**src/rtl/difftest_multicore_monitor_if.sv**
```systemverilog
// Core-facing bundle of the multi-core DiffTest monitor: per-core step/exit,
// per-core UART streams and the merged UART output stream.
interface difftest_multicore_monitor_if #(
  parameter int NUM_CORES  = 2,
  parameter int STEP_WIDTH = 8
);
  logic [NUM_CORES-1:0][STEP_WIDTH-1:0] core_step;
  logic [NUM_CORES-1:0][63:0]           core_exit;
  logic [NUM_CORES-1:0]                 core_uart_valid;
  logic [NUM_CORES-1:0][7:0]            core_uart_ch;
  logic [NUM_CORES-1:0]                 core_uart_ready;
  logic                                 uart_out_valid;
  logic [7:0]                           uart_out_ch;
  logic                                 uart_out_ready;

  // Harness / core side
  modport master (
    output core_step, core_exit, core_uart_valid, core_uart_ch, uart_out_ready,
    input  core_uart_ready, uart_out_valid, uart_out_ch
  );

  // Monitor side
  modport slave (
    input  core_step, core_exit, core_uart_valid, core_uart_ch, uart_out_ready,
    output core_uart_ready, uart_out_valid, uart_out_ch
  );
endinterface

```
**src/rtl/difftest_multicore_monitor.sv**
```systemverilog
// Run-control monitor for multi-core DiffTest builds: per-core stuck/exit
// detection, global cycle limit, merged UART FIFO and a sticky pass/fail
// verdict with cause, core index and exit code.

// Per-core watcher: sticky exit flag and saturating no-step timer.
module difftest_core_watch #(
  parameter int STEP_WIDTH = 8,
  parameter int CNT_WIDTH  = 64
) (
  input  logic                  clock,
  input  logic                  reset_n,
  input  logic                  run,
  input  logic [STEP_WIDTH-1:0] step,
  input  logic [63:0]           exit_code,
  input  logic [CNT_WIDTH-1:0]  stuck_limit,
  output logic                  exited,
  output logic                  exiting,
  output logic                  exit_err,
  output logic                  stuck
);
  localparam logic [CNT_WIDTH-1:0] ONE = CNT_WIDTH'(1);
  logic [CNT_WIDTH-1:0] timer;

  assign exiting  = &exit_code;
  assign exit_err = (exit_code != '0) && !exiting;
  assign stuck    = (stuck_limit != '0) && (timer >= stuck_limit);

  // Exit flag and no-step timer only evolve while the monitor is running
  always_ff @(posedge clock or negedge reset_n) begin
    if (!reset_n) begin
      exited <= 1'b0;
      timer  <= '0;
    end else if (run) begin
      if (exiting) exited <= 1'b1;
      if (!exited) begin
        if (step != '0)       timer <= '0;
        else if (timer != '1) timer <= timer + ONE;
      end
    end
  end
endmodule

module difftest_multicore_monitor #(
  parameter int NUM_CORES  = 2,
  parameter int STEP_WIDTH = 8,
  parameter int CNT_WIDTH  = 64,
  parameter int UART_DEPTH = 16
) (
  input  logic                 clock,
  input  logic                 reset_n,
  input  logic [CNT_WIDTH-1:0] cfg_max_cycles,
  input  logic [CNT_WIDTH-1:0] cfg_stuck_limit,
  difftest_multicore_monitor_if.slave bus,
  input  logic                 perf_clean_req,
  output logic                 perf_clean,
  output logic                 perf_dump,
  output logic                 done,
  output logic                 fail,
  output logic [1:0]           fail_cause,
  output logic [((NUM_CORES > 1) ? $clog2(NUM_CORES) : 1)-1:0] fail_core,
  output logic [63:0]          exit_code,
  output logic [CNT_WIDTH-1:0] n_cycles
);
  localparam int IW = (NUM_CORES > 1) ? $clog2(NUM_CORES) : 1;
  localparam int AW = $clog2(UART_DEPTH);
  localparam logic [AW:0]          DEPTH   = (AW+1)'(UART_DEPTH);
  localparam logic [AW:0]          PTR_ONE = (AW+1)'(1);
  localparam logic [CNT_WIDTH-1:0] CNT_ONE = CNT_WIDTH'(1);

  localparam logic [2:0] S_RUN        = 3'd0;
  localparam logic [2:0] S_DRAIN_PASS = 3'd1;
  localparam logic [2:0] S_DRAIN_FAIL = 3'd2;
  localparam logic [2:0] S_DONE       = 3'd3;
  localparam logic [2:0] S_FAIL       = 3'd4;

  logic [2:0]           state;
  logic                 run;
  logic [NUM_CORES-1:0] exited, exiting, exit_err, stuck;
  logic                 ev_fail, ev_pass;
  logic [1:0]           ev_cause;
  logic [IW-1:0]        ev_core;
  logic [63:0]          ev_code;
  logic [IW-1:0]        rr_ptr, gnt;
  logic                 gnt_vld, accept, pop;
  logic [7:0]           mem [UART_DEPTH];
  logic [AW:0]          wr_ptr, rd_ptr, fifo_cnt;
  logic                 fifo_full, fifo_empty;
  logic                 req_q;

  assign run  = (state == S_RUN);
  assign done = (state == S_DONE);
  assign fail = (state == S_FAIL);

  for (genvar i = 0; i < NUM_CORES; i++) begin : g_core
    difftest_core_watch #(.STEP_WIDTH(STEP_WIDTH), .CNT_WIDTH(CNT_WIDTH)) u_watch (
      .clock      (clock),
      .reset_n    (reset_n),
      .run        (run),
      .step       (bus.core_step[i]),
      .exit_code  (bus.core_exit[i]),
      .stuck_limit(cfg_stuck_limit),
      .exited     (exited[i]),
      .exiting    (exiting[i]),
      .exit_err   (exit_err[i]),
      .stuck      (stuck[i])
    );
  end

  // Event resolution: later assignments override, so the highest-priority
  // cause and the lowest core index win.
  always_comb begin
    ev_fail  = 1'b0;
    ev_cause = 2'd0;
    ev_core  = '0;
    ev_code  = '0;
    if (cfg_max_cycles != '0 && n_cycles >= cfg_max_cycles) begin
      ev_fail  = 1'b1;
      ev_cause = 2'd3;
    end
    for (int i = NUM_CORES-1; i >= 0; i--) begin
      if (stuck[i]) begin
        ev_fail  = 1'b1;
        ev_cause = 2'd2;
        ev_core  = IW'(i);
        ev_code  = '0;
      end
    end
    for (int i = NUM_CORES-1; i >= 0; i--) begin
      if (exit_err[i]) begin
        ev_fail  = 1'b1;
        ev_cause = 2'd1;
        ev_core  = IW'(i);
        ev_code  = bus.core_exit[i];
      end
    end
    ev_pass = &(exited | exiting);
  end

  // Round-robin grant: first valid core at or after the pointer
  always_comb begin
    int idx;
    idx     = 0;
    gnt_vld = 1'b0;
    gnt     = '0;
    for (int k = NUM_CORES-1; k >= 0; k--) begin
      idx = int'(rr_ptr) + k;
      if (idx >= NUM_CORES) idx = idx - NUM_CORES;
      if (bus.core_uart_valid[idx]) begin
        gnt_vld = 1'b1;
        gnt     = IW'(idx);
      end
    end
  end

  assign fifo_cnt   = wr_ptr - rd_ptr;
  assign fifo_full  = (fifo_cnt == DEPTH);
  assign fifo_empty = (wr_ptr == rd_ptr);
  assign accept     = gnt_vld && !fifo_full && run;
  assign pop        = !fifo_empty && bus.uart_out_ready;

  assign bus.uart_out_valid = !fifo_empty;
  assign bus.uart_out_ch    = fifo_empty ? 8'h00 : mem[rd_ptr[AW-1:0]];

  // One-hot ready to the granted core only when its char is taken
  always_comb begin
    bus.core_uart_ready = '0;
    if (accept) bus.core_uart_ready[gnt] = 1'b1;
  end

  // FIFO storage; contents are meaningless once the pointers are reset
  always_ff @(posedge clock) begin
    if (accept) mem[wr_ptr[AW-1:0]] <= bus.core_uart_ch[gnt];
  end

  // FIFO pointers and round-robin pointer
  always_ff @(posedge clock or negedge reset_n) begin
    if (!reset_n) begin
      wr_ptr <= '0;
      rd_ptr <= '0;
      rr_ptr <= '0;
    end else begin
      if (accept) begin
        wr_ptr <= wr_ptr + PTR_ONE;
        rr_ptr <= (int'(gnt) == NUM_CORES-1) ? '0 : gnt + IW'(1);
      end
      if (pop) rd_ptr <= rd_ptr + PTR_ONE;
    end
  end

  // Verdict FSM; cause/core/code latch only on the RUN exit
  always_ff @(posedge clock or negedge reset_n) begin
    if (!reset_n) begin
      state      <= S_RUN;
      fail_cause <= '0;
      fail_core  <= '0;
      exit_code  <= '0;
      perf_dump  <= 1'b0;
    end else begin
      perf_dump <= run && (ev_fail || ev_pass);
      case (state)
        S_RUN: begin
          if (ev_fail) begin
            state      <= S_DRAIN_FAIL;
            fail_cause <= ev_cause;
            fail_core  <= ev_core;
            exit_code  <= ev_code;
          end else if (ev_pass) begin
            state <= S_DRAIN_PASS;
          end
        end
        S_DRAIN_PASS: if (fifo_empty) state <= S_DONE;
        S_DRAIN_FAIL: if (fifo_empty) state <= S_FAIL;
        default: ;
      endcase
    end
  end

  // Saturating cycle counter and perf-clean edge detector
  always_ff @(posedge clock or negedge reset_n) begin
    if (!reset_n) begin
      n_cycles   <= '0;
      req_q      <= 1'b0;
      perf_clean <= 1'b0;
    end else begin
      if (n_cycles != '1) n_cycles <= n_cycles + CNT_ONE;
      req_q      <= perf_clean_req;
      perf_clean <= perf_clean_req && !req_q;
    end
  end
endmodule

```
**src/flat_wrapper.sv**
```systemverilog
// flat-port wrapper written by rule: the top's interface ports become plain ports
module difftest_multicore_monitor_flat 
#(
  parameter int NUM_CORES  = 2,
  parameter int STEP_WIDTH = 8,
  parameter int CNT_WIDTH  = 64,
  parameter int UART_DEPTH = 16
)
  (clock, reset_n, cfg_max_cycles, cfg_stuck_limit, perf_clean_req, perf_clean, perf_dump, done, fail, fail_cause, fail_core, exit_code, n_cycles, bus_core_step, bus_core_exit, bus_core_uart_valid, bus_core_uart_ch, bus_uart_out_ready, bus_core_uart_ready, bus_uart_out_valid, bus_uart_out_ch);
  difftest_multicore_monitor_if #(.NUM_CORES(NUM_CORES), .STEP_WIDTH(STEP_WIDTH)) bus_i ();
  input  logic clock;
  input  logic reset_n;
  input  logic [CNT_WIDTH-1:0] cfg_max_cycles;
  input  logic [CNT_WIDTH-1:0] cfg_stuck_limit;
  input  logic perf_clean_req;
  output logic perf_clean;
  output logic perf_dump;
  output logic done;
  output logic fail;
  output logic [1:0] fail_cause;
  output logic [((NUM_CORES > 1) ? $clog2(NUM_CORES) : 1)-1:0] fail_core;
  output logic [63:0] exit_code;
  output logic [CNT_WIDTH-1:0] n_cycles;
  input wire logic [$bits(bus_i.core_step)-1:0] bus_core_step;
  input wire logic [$bits(bus_i.core_exit)-1:0] bus_core_exit;
  input wire logic [$bits(bus_i.core_uart_valid)-1:0] bus_core_uart_valid;
  input wire logic [$bits(bus_i.core_uart_ch)-1:0] bus_core_uart_ch;
  input wire logic [$bits(bus_i.uart_out_ready)-1:0] bus_uart_out_ready;
  output wire logic [$bits(bus_i.core_uart_ready)-1:0] bus_core_uart_ready;
  output wire logic [$bits(bus_i.uart_out_valid)-1:0] bus_uart_out_valid;
  output wire logic [$bits(bus_i.uart_out_ch)-1:0] bus_uart_out_ch;
  assign bus_i.core_step = bus_core_step;
  assign bus_i.core_exit = bus_core_exit;
  assign bus_i.core_uart_valid = bus_core_uart_valid;
  assign bus_i.core_uart_ch = bus_core_uart_ch;
  assign bus_i.uart_out_ready = bus_uart_out_ready;
  assign bus_core_uart_ready = bus_i.core_uart_ready;
  assign bus_uart_out_valid = bus_i.uart_out_valid;
  assign bus_uart_out_ch = bus_i.uart_out_ch;
  difftest_multicore_monitor #(.NUM_CORES(NUM_CORES), .STEP_WIDTH(STEP_WIDTH), .CNT_WIDTH(CNT_WIDTH), .UART_DEPTH(UART_DEPTH)) u_core (.clock(clock), .reset_n(reset_n), .cfg_max_cycles(cfg_max_cycles), .cfg_stuck_limit(cfg_stuck_limit), .bus(bus_i), .perf_clean_req(perf_clean_req), .perf_clean(perf_clean), .perf_dump(perf_dump), .done(done), .fail(fail), .fail_cause(fail_cause), .fail_core(fail_core), .exit_code(exit_code), .n_cycles(n_cycles));
endmodule
```
**config.mk**
```make
export PLATFORM = sky130hd
export DESIGN_NAME = difftest_multicore_monitor_flat
export DESIGN_NICKNAME = d
export VERILOG_FILES = /design/src/rtl/difftest_multicore_monitor_if.sv /design/src/rtl/difftest_multicore_monitor.sv /design/src/flat_wrapper.sv
export SDC_FILE = /design/constraint.sdc
export NUM_CORES = 1
export LEC_CHECK = 0
export ABC_AREA = 1
export CAP_MARGIN = 10
export CORE_ASPECT_RATIO = 1.75
export CORE_MARGIN = 2
export CORE_UTILIZATION = 56
export CTS_CLUSTER_DIAMETER = 40
export CTS_CLUSTER_SIZE = 20
export DETAILED_ROUTE_END_ITERATION = 10
export PLACE_DENSITY_LB_ADDON = 0.1
export SLEW_MARGIN = 15
export SYNTH_ARGS = -nofsm -noshare
export SYNTH_HDL_FRONTEND = slang
export SYNTH_SLANG_ARGS = --single-unit
```
**constraint.sdc**
```tcl
create_clock -name clock -period 3.8 [get_ports clock]
set_clock_uncertainty 0.1 [all_clocks]
set_input_delay 1.14 -clock clock [delete_from_list [all_inputs] [get_ports clock]]
set_output_delay 1.14 -clock clock [all_outputs]
set_load 0.02 [all_outputs]
```
==> out/results.tsv <==
metric	value	unit
reg2reg_from	u_core.n_cycles[0]	
routed_wl	104000	um
startpoint_type	flop	
gp_congestion	1.04	
drc	0	
ant_nets	0	
path_cells	inv_1, ha_4, a21oi_1, o21bai_1, buf_4, o21ai_0, nand3_1, and2_4, inv_1, nor2_1, buf_4	
ys_top_cells_by_area	dfrtp_1, edfxtp_1, nand2_1	
power_density	317	nW/um^2
routed_via_density	5.83	
post_synth.cell_area_avg	7.71	sq um
io_pins	440	
synthesis.area	28500	sq um
crit_path_max_incr_delay	0.38	ns
p_leak	15.5	nW
hpwl	83700	um
cts-root-buf	clkbuf_16	
synth.top_cell.area_share	0.244	
layout_common_cells	nand2_1, clkdlybuf4s50_1, inv_1, nor2_1, dfrtp_1	
cp-end-kind	output pin	
cp.required	2.56	ns
grt_antenna_before_repair	11	
power	11.4	mW
cts_buffer_depth	3	
grt_max_degree	82	
vias	28800	
cts_hold_buf	0	
firstDrtPassIters	6	
finalMaxSlewViolations	0	
cp_slowest_cell	dfrtp_1	
synth_top_family_by_area	simple AND/OR/NAND/NOR gates	
drive_above_1_share	0.101	
synth_cells	3699	
synth-compound-area-share	0.117	
synth_fa_ha_area_frac	0.0895	
dpl.cell_count	4844	
synth_area_leader_cell	dfrtp_1	
grt_pass1_vias	28400	
numPortBuffers	439	
areaGrowthSynthToFinish	26.1	%
drt-wirelength-per-cell	21.1	um
arrival	2.52	ns
clk_pin_slew	0.07	ns
pre_cts_slack	-0.416	ns
tightest_slew	0.971	ns
htree_levels	2	
hold_path.class	reg2reg	
initial_utilization	0.565	
hold_violations	0	
ys_ff_latch	406	
rows	109	
layout_commonest_cell	nand2_1	
die_h	302	um
final.setup.tns	0	ns
placed_area	34400	sq um
grt_pass1_wl	157000	um
clock.fmax	0.266	GHz
drt_iter0_markers	2442	
track_usage	0.389	
cts_tree	yes	
synth_xor_area_frac	0.0409	
fin_crit_sh	0.989	
fin_ws	0.0412	ns
clk_latency	0.57	ns
path_class	reg2out	
max-vdd-ir-drop	0.306	mV
yosysSeqAreaShare	0.379	
synthesis.nets	4197	
worstHoldStart	u_core.req_q	
muxShareOfSynthArea	0	
min_period	3.76	ns
setup_viol	0	
ys_types	56	
relSlewSlack	0.346	
critPathLaunch	u_core.rd_ptr[1]	
crit_path_max_fanout	3	
synthSimpleGateAreaFrac	0.296	
design_area	35900	sq um
yosysWarnings	0	
drv_cap	0	
rsz0062_at_grt	yes	
grt.overflow.total	0	
finalNetCount	4725	
outcome	complete, no violations	
die_w	175	um
die_area	52800	sq um
cts_buffers	41	
clock_sinks	406	
stdcell_count	4935	
coreArea	50500	sq um
==> critical path, delay by kind of cell (launching register included) <==
| family | cells | cell delay [ns] |
|---|---|---|
| flip-flops | 1 | 0.38 |
| AND/OR/NAND/NOR | 3 | 0.29 |
| buffers and inverters | 4 | 0.54 |
| adder cells (fa/ha/maj) | 1 | 0.23 |
| AO/OA/AOI/OAI | 3 | 0.53 |
==> worst paths after layout <==
kind	end	slack (ns)	cells past startpoint
max in group asynchronous	u_core.rd_ptr[0]	2.36	2
min in group asynchronous	u_core.g_core[1].u_watch.timer[37]	0.45	1
max reg2reg	u_core.n_cycles[1]	0.74	11
max	bus_core_uart_ready[0]	0.04	11
min	u_core.perf_clean	0.32	1
min reg2reg	u_core.perf_clean	0.32	1
==> logic make-up (layout without fill, tap and decap cells) <==
kind of cell             Yosys count  after routing
buffers and inverters            526           1085
other                              0             11
flip-flops                       406            406
AO/OA/AOI/OAI                    550            550
XOR/XNOR                         133            133
AND/OR/NAND/NOR                 1880           1880
adder cells (fa/ha/maj)          204            204
==> what timing repair did <==
item,CTS,global route
pin swaps,1,1
endpoints found under the setup margin,11,8
gates resized for setup,26,21
setup buffers,2,4
==> through the flow <==
step / hold slack, ns / utilization
2_1_floorplan: 0.276 / -
5_1_grt: 0.338 / 0.712
6_report: 0.319 / 0.712
3_3_place_gp: 0.285 / 0.681
4_1_cts: 0.325 / 0.711
3_5_place_dp: 0.323 / 0.681
==> synth_stat cells (all sizes together) <==
| master | instances |
|---|---|
| nor3b | 2 |
| edfxtp | 128 |
| dfrtp | 278 |
| and2 | 1 |
| a21o | 2 |
| o211ai | 5 |
| xnor2 | 29 |
| ha | 204 |
| o21ai | 275 |
| o22ai | 21 |
| o31ai | 91 |
| buf | 54 |
| o21bai | 4 |
| a31oi | 13 |
| xor2 | 104 |
| and3 | 3 |
| nand3b | 6 |
| a21oi | 118 |
| a2bb2oi | 2 |
| nor4 | 77 |
| and3b | 3 |
| nor3 | 113 |
| o221ai | 11 |
| clkinv | 3 |
| clkbuf | 46 |
| nand4 | 153 |
| nand2 | 941 |
| or3b | 1 |
| a211oi | 1 |
| or2 | 19 |
| o21a | 7 |
| nand3 | 145 |
| inv | 423 |
| nor2 | 416 |
==> report_power, final <==
part / internal, mW / total, mW / switching [mW] / leakage (nW)
sequential: 4.55 / 4.58 / 0.0310 / 4.81
clock: 2.41 / 4.37 / 1.95 / 0.702
combinational: 0.949 / 2.45 / 1.50 / 9.99
total: 7.91 / 11.4 / 3.49 / 15.5
==> metal layers <==
layer / track usage / wire length (um) / vias to the layer above
met5: 0 / 0 / -
met4: 0.298 / 9280 / 0
met3: 0.0625 / 6720 / 446
met2: 0.686 / 51300 / 1293
met1: 0.416 / 36600 / 13500
li1: - / - / 13600
==> final cells by class <==
cell class                      instances  area [sq um]
Sequential cell                       406         10800
Multi-Input combinational cell       2767         15600
Tap cell                              666           833
Antenna cell                           11          27.5
Clock inverter                         24           308
Clock buffer                           50          1130
Fill cell                            4241         14500
Inverter                              426          1600
Timing Repair Buffer                  585          5650
==> state kept, by name, indices dropped and copies added (netlist names) <==
register,cells
u_core.g_core.u_watch.exited,2
u_core.fail_cause,2
u_core.fail_core,1
u_core.rr_ptr,1
u_core.mem,128
u_core.wr_ptr,5
u_core.rd_ptr,5
u_core.perf_clean,1
u_core.perf_dump,1
u_core.state,3
u_core.n_cycles,64
u_core.exit_code,64
u_core.req_q,1
u_core.g_core.u_watch.timer,128
No activity file was read; power rests on OpenSTA's default activity.
